File: src/rtl/apb_master_arb.sv
// apb_master_arb
//   Two-requester APB master. A round-robin arbiter picks one request while
//   the master is idle. The request's fields are captured and then driven as
//   a standard SETUP/ACCESS APB transfer. A one-cycle response pulse goes back
//   to the granted requester. An ACCESS phase that runs TIMEOUT cycles
//   without pready is aborted and reported as an error.
//
// Ports
//   pclk, presetn           clock, synchronous active-low reset
//   req_valid/ready [1:0]   per-requester handshake (ready is combinational)
//   req_write/addr/wdata/strb/prot   per-requester transfer fields, packed
//   rsp_valid [1:0]         one-cycle completion pulse to the granted requester
//   rsp_rdata, rsp_err      completion payload (0 when rsp_valid is 0)
//   psel..pwdata            APB master outputs
//   prdata, pready, pslverr APB slave inputs
//
// state  | meaning
// IDLE   | no transfer; arbitrate and accept a request
// SETUP  | psel=1 penable=0 for one cycle
// ACCESS | psel=1 penable=1 until pready or timeout
module apb_master_arb #(
    parameter int unsigned AWIDTH  = 10,
    parameter logic [2:0]  DSIZE   = 3'd2,
    parameter int unsigned TIMEOUT = 16,
    localparam int unsigned DBYTES = 1 << DSIZE,
    localparam int unsigned DWIDTH = DBYTES * 8
) (
    input  logic                  pclk,
    input  logic                  presetn,
    input  logic [1:0]            req_valid,
    output logic [1:0]            req_ready,
    input  logic [1:0]            req_write,
    input  logic [2*AWIDTH-1:0]   req_addr,
    input  logic [2*DWIDTH-1:0]   req_wdata,
    input  logic [2*DBYTES-1:0]   req_strb,
    input  logic [5:0]            req_prot,
    output logic [1:0]            rsp_valid,
    output logic [DWIDTH-1:0]     rsp_rdata,
    output logic                  rsp_err,
    output logic                  psel,
    output logic                  penable,
    output logic                  pwrite,
    output logic [2:0]            pprot,
    output logic [AWIDTH-1:0]     paddr,
    output logic [DBYTES-1:0]     pstrb,
    output logic [DWIDTH-1:0]     pwdata,
    input  logic [DWIDTH-1:0]     prdata,
    input  logic                  pready,
    input  logic                  pslverr
);

    typedef enum logic [1:0] {ST_IDLE, ST_SETUP, ST_ACCESS} state_t;

    localparam logic [7:0] TO_LAST = 8'(TIMEOUT - 1);

    state_t              state_q, state_d;
    logic                last_grant_q, last_grant_d;
    logic                grant_q, grant_d;
    logic                pwrite_q, pwrite_d;
    logic [2:0]          pprot_q, pprot_d;
    logic [AWIDTH-1:0]   paddr_q, paddr_d;
    logic [DBYTES-1:0]   pstrb_q, pstrb_d;
    logic [DWIDTH-1:0]   pwdata_q, pwdata_d;
    logic [7:0]          wait_cnt_q, wait_cnt_d;
    logic [1:0]          rsp_valid_q, rsp_valid_d;
    logic [DWIDTH-1:0]   rsp_rdata_q, rsp_rdata_d;
    logic                rsp_err_q, rsp_err_d;

    logic                accept;
    logic                timeout_hit;
    logic                win_idx;
    logic                win_write;
    logic [AWIDTH-1:0]   win_addr;
    logic [DWIDTH-1:0]   win_wdata;
    logic [DBYTES-1:0]   win_strb;
    logic [2:0]          win_prot;

    // Round robin: on contention the requester not granted last time wins.
    always_comb begin
        win_idx   = (req_valid == 2'b11) ? ~last_grant_q : req_valid[1];
        win_write = req_write[win_idx];
        win_addr  = win_idx ? req_addr[2*AWIDTH-1 -: AWIDTH]  : req_addr[AWIDTH-1:0];
        win_wdata = win_idx ? req_wdata[2*DWIDTH-1 -: DWIDTH] : req_wdata[DWIDTH-1:0];
        win_strb  = win_idx ? req_strb[2*DBYTES-1 -: DBYTES]  : req_strb[DBYTES-1:0];
        win_prot  = win_idx ? req_prot[5:3]                   : req_prot[2:0];
    end

    assign accept      = (state_q == ST_IDLE) && (req_valid != 2'b00);
    assign timeout_hit = (wait_cnt_q == TO_LAST);

    always_ff @(posedge pclk) begin
        if (!presetn) begin
            state_q      <= ST_IDLE;
            last_grant_q <= 1'b1;      // requester 0 wins the first contention
            grant_q      <= 1'b0;
            pwrite_q     <= 1'b0;
            pprot_q      <= '0;
            paddr_q      <= '0;
            pstrb_q      <= '0;
            pwdata_q     <= '0;
            wait_cnt_q   <= '0;
            rsp_valid_q  <= '0;
            rsp_rdata_q  <= '0;
            rsp_err_q    <= 1'b0;
        end else begin
            state_q      <= state_d;
            last_grant_q <= last_grant_d;
            grant_q      <= grant_d;
            pwrite_q     <= pwrite_d;
            pprot_q      <= pprot_d;
            paddr_q      <= paddr_d;
            pstrb_q      <= pstrb_d;
            pwdata_q     <= pwdata_d;
            wait_cnt_q   <= wait_cnt_d;
            rsp_valid_q  <= rsp_valid_d;
            rsp_rdata_q  <= rsp_rdata_d;
            rsp_err_q    <= rsp_err_d;
        end
    end

    always_comb begin
        state_d = state_q;
        case (state_q)
            ST_IDLE:   if (accept) state_d = ST_SETUP;
            ST_SETUP:  state_d = ST_ACCESS;
            ST_ACCESS: if (pready || timeout_hit) state_d = ST_IDLE;
            default:   state_d = ST_IDLE;
        endcase
    end

    // Datapath: APB fields hold their last value outside an accept.
    always_comb begin
        last_grant_d = last_grant_q;
        grant_d      = grant_q;
        pwrite_d     = pwrite_q;
        pprot_d      = pprot_q;
        paddr_d      = paddr_q;
        pstrb_d      = pstrb_q;
        pwdata_d     = pwdata_q;
        wait_cnt_d   = wait_cnt_q;
        rsp_valid_d  = 2'b00;
        rsp_rdata_d  = '0;
        rsp_err_d    = 1'b0;
        case (state_q)
            ST_IDLE: begin
                if (accept) begin
                    last_grant_d = win_idx;
                    grant_d      = win_idx;
                    pwrite_d     = win_write;
                    pprot_d      = win_prot;
                    paddr_d      = win_addr;
                    pstrb_d      = win_write ? win_strb  : '0;
                    pwdata_d     = win_write ? win_wdata : '0;
                end
            end
            ST_SETUP: wait_cnt_d = '0;
            ST_ACCESS: begin
                // pready on the last allowed cycle still counts as a completion
                if (pready) begin
                    rsp_valid_d = grant_q ? 2'b10 : 2'b01;
                    rsp_err_d   = pslverr;
                    rsp_rdata_d = pwrite_q ? '0 : prdata;
                end else if (timeout_hit) begin
                    rsp_valid_d = grant_q ? 2'b10 : 2'b01;
                    rsp_err_d   = 1'b1;
                end else begin
                    wait_cnt_d = wait_cnt_q + 8'd1;
                end
            end
            default: ;
        endcase
    end

    // req_ready is gated by presetn so it reads 0 throughout reset.
    always_comb begin
        psel      = (state_q != ST_IDLE);
        penable   = (state_q == ST_ACCESS);
        req_ready = (presetn && accept) ? (win_idx ? 2'b10 : 2'b01) : 2'b00;
    end

    assign pwrite    = pwrite_q;
    assign pprot     = pprot_q;
    assign paddr     = paddr_q;
    assign pstrb     = pstrb_q;
    assign pwdata    = pwdata_q;
    assign rsp_valid = rsp_valid_q;
    assign rsp_rdata = rsp_rdata_q;
    assign rsp_err   = rsp_err_q;

endmodule

File: config.mk
export PLATFORM = sky130hd
export DESIGN_NAME = apb_master_arb
export DESIGN_NICKNAME = d
export VERILOG_FILES = /design/src/rtl/apb_master_arb.sv
export SDC_FILE = /design/constraint.sdc
export NUM_CORES = 1
export LEC_CHECK = 0
export BUFFER_PORTS_ARGS = -buffer_cell sky130_fd_sc_hd__buf_4
export CAP_MARGIN = 20
export CORE_UTILIZATION = 48
export DETAILED_ROUTE_END_ITERATION = 8
export PLACE_DENSITY = 0.86
export SYNTH_ARGS = -nofsm -noshare
export SYNTH_HDL_FRONTEND = slang
export SYNTH_SLANG_ARGS = --single-unit
File: constraint.sdc
create_clock -name pclk -period 3.13 [get_ports pclk]
set_input_delay 0.1565 -clock pclk [delete_from_list [all_inputs] [get_ports pclk]]
set_output_delay 0.1565 -clock pclk [all_outputs]
set_load 0.02 [all_outputs]
==> results of run 1 <==
==> metal layers <==
layer | GRT usage, % | part of all wire [%]
met1 | 27.7 | 36
met2 | 50.4 | 55
met3 | 5.02 | 7.5
met4 | 7.56 | 1.9
met5 | 0 | 0
==> power by group <==
part	leakage [nW]	internal [mW]	switching [mW]
logic	2.17	0.451	0.503
clock network	0.0952	0.322	0.457
registers	0.790	1.34	0.0589
total	3.06	2.11	1.02
==> worst max-delay path, delay by kind of cell, from the launching register on <==
kind	cells	cell delay, ns
adder cells (fa/ha/maj)	1	0.32
flip-flops	1	0.34
buffers and inverters	4	0.62
AND/OR/NAND/NOR	3	0.30
==> cell usage after synthesis, types with 5 or more instances <==
cell type / count / area share (%)
dfxtp_1: 97 / 48
and2_1: 69 / 11
nand2_1: 65 / 6.0
mux2i_1: 52 / 13
o21ai_1: 29 / 3.6
clkbuf_1: 15 / 1.4
o211a_1: 13 / 3.2
o21ai_0: 11 / 1.3
inv_1: 8 / 0.74
nor2_1: 8 / 0.74
ha_1: 5 / 1.5
==> worst paths after layout <==
path,startpoint,to,cells past startpoint
setup / recovery,state_q[0]$_SDFFE_PN0P_,req_ready[0],8
hold / removal,pslverr,rsp_err$_SDFF_PN0_,3
setup reg to reg,state_q[0]$_SDFFE_PN0P_,wait_cnt_q[4]$_SDFFE_PN0P_,6
hold reg to reg,grant_q$_SDFFE_PN0P_,rsp_valid[0]$_SDFF_PN0_,1
==> what timing repair did <==
item / CTS / global route
endpoints found under the hold margin: 33 / 0
hold buffers: 33 / 0
endpoints found under the setup margin: 0 / 0
==> flip-flops by register name, summed over array words and instances, names as in the netlist <==
| register | flops |
|---|---|
| grant_q | 1 |
| last_grant_q | 1 |
| paddr | 10 |
| pprot | 3 |
| pstrb | 4 |
| pwdata | 32 |
| pwrite | 1 |
| rsp_err | 1 |
| rsp_rdata | 32 |
| rsp_valid | 2 |
| state_q | 2 |
| wait_cnt_q | 8 |
==> through the flow <==
step	util, %	setup slack, ns	hold slack (ns)	std cells	area [um2]
4_1_cts	77.0	1.01	0.0519	785	6330
3_3_place_gp	70.7	1.47	0.358	736	5810
2_1_floorplan	-	1.32	0.248	428	4080
3_5_place_dp	70.7	1.38	0.362	736	5810
5_1_grt	77.0	0.816	0.0641	785	6330
6_report	77.0	1.03	0.0677	785	6330
==> cell families (layout without fill, tap and decap cells) <==
family,after synthesis,after routing,synth area share [%]
simple gates,162,162,20.8
flops,97,97,47.6
compound gates,75,75,12.5
mux,53,53,13.1
buf+inv,36,288,4.54
fa+ha+maj,5,5,1.53
==> final cells by class <==
| type | count | area, um2 | area share (%) |
|---|---|---|---|
| Timing Repair Buffer | 264 | 2060 | 32.6 |
| Clock inverter | 6 | 50.0 | 0.791 |
| Tap cell | 105 | 131 | 2.08 |
| Multi-Input combinational cell | 295 | 1970 | 31.2 |
| Sequential cell | 97 | 1940 | 30.7 |
| Inverter | 8 | 30.0 | 0.474 |
| Clock buffer | 10 | 138 | 2.17 |
==> flow_summary.json, run 1 <==
{
  "rsz0062_at_grt": "false",
  "cts_buffer_depth": 2,
  "async_flop_share_pct": 0,
  "endpoint_kind": "output port",
  "syn_area_um2": 4080,
  "peakVddDrop_uv": 294,
  "arrival_ns": 1.94,
  "antennaDiodeCount": 0,
  "first_iter_violations": 150,
  "total_leakage_power_nw": 3.06,
  "finalCritPeriodShare_pct": 67.0,
  "cts_root_buf": "clkbuf_8",
  "maxCapViolCount": 0,
  "syn_inst": 428,
  "track_usage_pct": 25.9,
  "cts_num_sinks": 97,
  "drcViolationCount": 0,
  "timing.final.crit_period_ns": 2.10,
  "tritoncts": "done",
  "wl_mm": 11.6,
  "yosysWarnings": 0,
  "rows": 33,
  "yosys_register_bits": 97,
  "syn_avg_cell_area_um2": 9.53,
  "vias": 3940,
  "ys.flop_type": "dfxtp_1",
  "slew_violations": 0,
  "start_util_pct": 49.7,
  "power_mw": 3.13,
  "required_ns": 2.97,
  "crit_fanout": 27,
  "tns_ns": 0,
  "synth.distinct_cells": 39,
  "hpwl_mm": 7.89,
  "routed_via_density": 5.02,
  "worstPathCellList": "inv_1 -> ha_1 -> inv_1 -> nor2_2 -> buf_4 -> nand2_1 -> nor2_1 -> buf_4",
  "die_y_um": 94.2,
  "dieArea_um2": 8870,
  "layout_common_cells": "buf_4, dfxtp_1, and2_1, nand2_1, mux2i_1",
  "post_cts_buffers": 0,
  "cpPeakStageDelay_ns": 0.34,
  "crit_slowest_cell": "dfxtp_1",
  "antenna_found_initial": 0,
  "grt_max_degree": 71,
  "crit_type": "register to output port",
  "gp_congestion": 0.812,
  "cts.repair.resized": 0,
  "grt.overflow.total": 0,
  "status": "finished, final reports clean",
  "core_area_um2": 8220,
  "finalClockSkew_ns": 0.0117,
  "synth_edf_count": 0,
  "syn_to_final_growth_pct": 55.1,
  "hp-class": "input port to register",
  "io_buffers": 226,
  "fin_nets": 818,
  "num_io_pins": 227,
  "slew_headroom_pct": 59.5,
  "wire_per_inst_um": 14.8,
  "cts_made_buffers": 9,
  "first_global_vias": 3746,
  "setup_viol": 0,
  "clk_latency_ns": 0.37,
  "die_w_um": 94.2,
  "layout_commonest_cell": "buf_4",
  "r2r_slack_ns": 1.22,
  "finalHoldViolCount": 0,
  "synth_nets": 571,
  "grt_pass1_wl_mm": 17.7,
  "pwr_density_cell_nw_per_um2": 495,
  "dr.pass1.iters": 5,
  "cts.clk_slew.worst_paths_ns": 0.10,
  "worst_pin_slew_ns": 0.608,
  "ys_seq_area_share_pct": 47.6,
  "fillCellCount": 578,
  "fmax_mhz": 477,
  "htree_levels": 3,
  "drive_gt1_share_pct": 37.9,
  "ant_nets": 0,
  "start_kind": "register"
}
(Power assumes the default switching activity.)
==> run 2, diff against run 1 <==
- CORE_UTILIZATION: 48 -> 44
- PLACE_DENSITY: 0.86 -> 0.8
- clock period: 3.13 -> 2.1 ns (I/O delays scaled with it)
==> run 2 against run 1 <==
The run now ends with design-rule violations left. Utilization fell by 4.6 points. Cell count rose by 0.89%. Routed wire length rose by 3.4%. Sequential share of layout area fell by 0.39 points. Worst hold slack improved by 0.027 ns. Largest power group unchanged. Sequential cell count did not move. Register-to-register slack got worse by 1.1 ns. Cell area rose by 1.3%. Die area rose by 8.9%. Global-route usage fell by 1.6 points.
==> flow_summary.json, run 2 (same netlist as run 1, synthesis figures left out) <==
{
  "endpoint_kind": "register",
  "cp-startpoint": "wait_cnt_q[7]$_SDFFE_PN0P_",
  "gp_congestion": 0.743,
  "fin_nets": 823,
  "start_util_pct": 46.1,
  "grt.met1_usage_pct": 24.8,
  "tns_ns": 0,
  "finalHoldViolCount": 0,
  "htree_levels": 3,
  "cts_num_sinks": 97,
  "power.internal_mw": 3.25,
  "antennaDiodeCount": 0,
  "required_ns": 2.40,
  "dr.pass1.iters": 6,
  "crit_path_end": "rsp_err$_SDFF_PN0_",
  "fillCellCount": 657,
  "finalCritPeriodShare_pct": 93.7,
  "maxCapViolCount": 0,
  "ant_nets": 0,
  "setup_viol": 0,
  "dp_slack_ns": 0.303,
  "syn_to_final_growth_pct": 57.1,
  "worst_pin_slew_ns": 0.762,
  "dieArea_um2": 9660,
  "finalWorstSetupSlack_ns": 0.132,
  "grt.overflow.total": 0,
  "num_io_pins": 227,
  "wl_mm": 12.0,
  "seq_area_um2": 1940,
  "r2r_slack_ns": 0.13,
  "layout_common_cells": "buf_4, dfxtp_1, and2_1, nand2_1, mux2i_1",
  "rr_startpoint": "wait_cnt_q[7]$_SDFFE_PN0P_",
  "cts_root_buf": "clkbuf_8",
  "die_y_um": 98.3,
  "arrival_ns": 2.27,
  "rows": 34,
  "final_cell_area_um2": 6410,
  "status": "complete, but fails checks",
  "r2r_cells": 5,
  "clockPowerShare_pct": 24.9,
  "wire_per_inst_um": 15.2,
  "total_leakage_power_nw": 3.08,
  "die_w_um": 98.3,
  "vias": 3930,
  "first_iter_violations": 122,
  "peakVddDrop_uv": 435,
  "clk_latency_ns": 0.36,
  "routed_via_density": 4.96,
  "cts_buffer_depth": 2,
  "drive_gt1_share_pct": 38.5,
  "p_sw_share_pct": 31.3,
  "drcViolationCount": 18,
  "crit_type": "register to register",
  "p_comb_share_pct": 31.0,
  "fmax_mhz": 508,
  "slew_violations": 0,
  "met3_usage_pct": 6.59,
  "grt_pass1_wl_mm": 18.5,
  "met2_usage_pct": 47.1,
  "seqPwrFrac_pct": 44.1,
  "pwr_density_cell_nw_per_um2": 739,
  "placed_cell_area_um2": 5850,
  "cts_made_buffers": 9,
  "antenna_found_initial": 0,
  "tritoncts": "done",
  "r2r-end": "rsp_err$_SDFF_PN0_",
  "cts.clk_slew.worst_paths_ns": 0.09,
  "busiest_layer": "met2",
  "slew_headroom_pct": 49.2,
  "core_area_um2": 8850,
  "multi_input_area_um2": 1980,
  "layout_commonest_cell": "buf_4",
  "finalClockSkew_ns": 0.0127,
  "timing.final.crit_period_ns": 1.97,
  "hpwl_mm": 8.26,
  "io_buffers": 226,
  "hp-class": "input port to register",
  "violations": "design-rule violations",
  "power_switching_mw": 1.48,
  "final_core_util_pct": 72.4,
  "first_global_vias": 3854,
  "track_usage_pct": 24.3,
  "crit_fanout": 4,
  "start_kind": "register",
  "grt_max_degree": 44
}
==> run 2: cell types whose count changed in the layout (fill, tap and decap cells not counted) <==
| cell | delta |
|---|---|
| buf_12 | +2 |
| ha_1 | -2 |
| ha_2 | +2 |
| buf_4 | +1 |
| buf_6 | +1 |
| bufinv_16 | +1 |
| clkbuf_8 | -1 |
| clkinvlp_4 | +1 |
| dlygate4sd3_1 | +1 |
| inv_6 | -1 |
| inv_8 | -1 |
==> run 2: timing repair <==
action | 4_1_cts | 5_1_grt
setup buffers | 0 | 3
gates resized for setup | 0 | 3
setup endpoints to repair | 0 | 2
endpoints found under the hold margin | 33 | 0
hold buffers | 34 | 0
==> run 2: per-stage QoR <==
stage	total power, mW	cells	hold WS, ns
floorplan	2.93	428	0.196
global placement	3.49	740	0.307
detailed placement	3.53	740	0.309
CTS	4.77	789	0.0842
global route	4.98	792	0.0863
finish	4.74	792	0.0948
==> run 2: power by group through the flow <==
stage	sequential [mW]	clock, mW	combinational (mW)
4_1_cts	2.09	1.22	1.46
5_1_grt	2.11	1.30	1.58
3_3_place_gp	2.12	0	1.37
2_1_floorplan	2.29	0	0.636
3_5_place_dp	2.13	0	1.40
6_report	2.09	1.18	1.47
==> run 2: cell type report <==
type	count	share of cell area [%]
Clock inverter	6	1.05
Timing Repair Buffer	269	33.3
Tap cell	108	2.11
Clock buffer	9	1.93
Sequential cell	97	30.3
Multi-Input combinational cell	295	30.9
Inverter	8	0.468
==> run 2: worst max-delay path, cell delays in order, from the launching register on <==
cell           delay (ns)
dfxtp_1              0.37
nor4_4               0.41
a41oi_2              0.18
or2_1                0.29
a21oi_1              0.12
dlygate4sd3_1        0.55
==> run 2: per-layer routing <==
layer / up-vias / wire length [um]
li1: 1946 / -
met1: 1829 / 4420
met2: 135 / 6570
met3: 20 / 755
met4: 0 / 282
met5: - / 0
==> run 2: worst min-delay path by stage <==
stage | start | to | slack, ns | depth (start not counted)
after floorplan | pready | rsp_err$_SDFF_PN0_ | 0.20 | 1
after global placement | prdata[26] | rsp_rdata[26]$_SDFF_PP0_ | 0.31 | 2
final | req_addr[5] | paddr[5]$_SDFFE_PN0P_ | 0.09 | 4
after global routing | req_addr[17] | paddr[7]$_SDFFE_PN0P_ | 0.09 | 4
after detailed placement | prdata[4] | rsp_rdata[4]$_SDFF_PP0_ | 0.31 | 2
after CTS | req_addr[5] | paddr[5]$_SDFFE_PN0P_ | 0.08 | 4
==> run 3, diff against run 2 <==
==> constraint.sdc (replaced) <==
create_clock -name pclk -period 2.1 [get_ports pclk]
set_input_delay 0.42 -clock pclk [delete_from_list [all_inputs] [get_ports pclk]]
set_output_delay 0.42 -clock pclk [all_outputs]
set_load 0.02 [all_outputs]
==> run 3 against run 2 <==
The flow still finishes with violations (design-rule violations). Cell count is 4.0% lower. Routed wire length is 6.9% lower. Clock skew is 0.0028 ns higher. Clock power is 18% higher. Clock-buffer cell count stayed put. Global-route usage is 1.3 points lower. Sequential cell count stayed put. Sequential share of layout area is 1.5 points higher. Combinational power is 3% lower. First-iteration DRC count is 9.8% lower. Largest power group unchanged.
==> flow_summary.json, run 3 (same netlist as run 1, synthesis figures left out) <==
{
  "status": "complete, but fails checks",
  "violations": "design-rule violations",
  "antennaDiodeCount": 0,
  "drive_gt1_share_pct": 40.8,
  "die_w_um": 98.3,
  "routed_via_density": 4.96,
  "grt_max_degree": 39,
  "drcViolationCount": 18,
  "core_area_um2": 8850,
  "start_kind": "register",
  "power_mw": 4.90,
  "rows": 34,
  "arrival_ns": 1.53,
  "fin_nets": 790,
  "layoutNonFillerInstCount": 760,
  "power_switching_mw": 1.53,
  "ant_nets": 0,
  "first_global_vias": 3603,
  "total_leakage_power_nw": 2.96,
  "endpoint_kind": "output port",
  "antenna_found_initial": 0,
  "rsz0062_at_grt": "false",
  "p_sw_share_pct": 31.3,
  "hpwl_mm": 8.33,
  "cts_buffer_depth": 2,
  "slew_violations": 0,
  "crit_fanout": 5,
  "required_ns": 1.68,
  "tns_ns": 0,
  "peakVddDrop_uv": 457,
  "fmax_mhz": 513,
  "cts_made_buffers": 9,
  "dpl.cell_count": 742,
  "met2_usage_pct": 42.4,
  "seqPwrFrac_pct": 42.6,
  "ctsHoldBuffers": 0,
  "hp-class": "input port to register",
  "wl_mm": 11.2,
  "tritoncts": "done",
  "power.internal_mw": 3.37,
  "dr.pass1.iters": 6,
  "final_core_util_pct": 69.0,
  "cts_num_sinks": 97,
  "vias": 3767,
  "met3_usage_pct": 4.51,
  "first_iter_violations": 110,
  "timing.final.crit_period_ns": 1.95,
  "busiest_layer": "met2",
  "cts_root_buf": "clkbuf_8",
  "finalCritPeriodShare_pct": 92.7,
  "clk_latency_ns": 0.37,
  "grt.overflow.total": 0,
  "pwr_density_cell_nw_per_um2": 803,
  "gp_congestion": 0.815,
  "io_buffers": 226,
  "worst_pin_slew_ns": 0.413,
  "die_y_um": 98.3,
  "num_io_pins": 227,
  "cts.clk_slew.worst_paths_ns": 0.11,
  "layout_common_cells": "buf_4, dfxtp_1, and2_1, nand2_1, mux2i_1",
  "start_util_pct": 46.1,
  "finalHoldViolCount": 0,
  "setup_viol": 0,
  "syn_to_final_growth_pct": 49.6,
  "crit_type": "register to output port",
  "layout_commonest_cell": "buf_4",
  "maxCapViolCount": 0,
  "track_usage_pct": 23.0,
  "dieArea_um2": 9660,
  "p_comb_share_pct": 29.1,
  "slew_headroom_pct": 72.5,
  "htree_levels": 3,
  "wire_per_inst_um": 14.7,
  "grt.met1_usage_pct": 26.0,
  "finalClockSkew_ns": 0.0155,
  "grt_pass1_wl_mm": 17.6,
  "clockPowerShare_pct": 28.3
}
==> run 3: cell types whose count changed in the layout (fill, tap and decap cells not counted), moves of 2 or more <==
cell           delta
inv_1             -2
buf_4             +3
inv_6             +2
dlygate4sd3_1    -34
inv_2             +2
ha_2              -2
==> run 3: critical path: stages, from the launching register on <==
cell and delay (ns):
dfxtp_1 0.34, inv_2 0.10, ha_4 0.17, inv_1 0.06, nor2_2 0.14, nand2_1 0.07, nor2_1 0.13, buf_4 0.16
==> run 3: layout make-up <==
cell class / instances / area, um2
well taps: 108 / 135
multi-input cells: 295 / 1990
fillers: 733 / 2740
flip-flops and latches: 97 / 1940
clock inverters: 7 / 105
repair buffers: 236 / 1780
clock buffers: 9 / 124
inverters: 8 / 30.0
==> run 3: final timing paths <==
| kind | from | endpoint | slack [ns] | depth (start not counted) |
|---|---|---|---|---|
| setup / recovery | state_q[1]$_SDFFE_PN0P_ | req_ready[0] | 0.15 | 7 |
| hold / removal | prdata[27] | rsp_rdata[27]$_SDFF_PP0_ | 0.25 | 2 |
| setup reg to reg | state_q[1]$_SDFFE_PN0P_ | pwdata[6]$_SDFFE_PN0P_ | 0.36 | 7 |
| hold reg to reg | grant_q$_SDFFE_PN0P_ | rsp_valid[0]$_SDFF_PN0_ | 0.45 | 1 |
==> run 3: what timing repair did <==
action                     CTS  global route
setup endpoints to repair    1             1
pin swaps                    0             1
resized for setup            2             2
buffers inserted             0             2
==> run 3: power groups by stage <==
| stage | sequential (mW) | clock (mW) | combinational [mW] |
|---|---|---|---|
| 2_1_floorplan | 2.29 | 0 | 0.636 |
| 3_3_place_gp | 2.12 | 0 | 1.35 |
| 3_5_place_dp | 2.13 | 0 | 1.38 |
| 4_1_cts | 2.09 | 1.42 | 1.41 |
| 5_1_grt | 2.11 | 1.50 | 1.55 |
| 6_report | 2.09 | 1.39 | 1.43 |
==> run 3: metrics by stage <==
stage                     hold WS, ns  cell area [um2]  setup slack, ns
after floorplan                 0.414             4080           0.0282
after global placement          0.425             5850            0.409
after detailed placement        0.437             5850            0.312
after CTS                       0.229             6090           0.0413
after global routing            0.231             6110           0.0391
final                           0.245             6110            0.153
==> run 3: routing by layer <==
metal,vias to the layer above,share of wire [%]
met5,-,0
li1,1882,-
met4,0,2.0
met3,20,6.4
met1,1739,39
met2,126,53
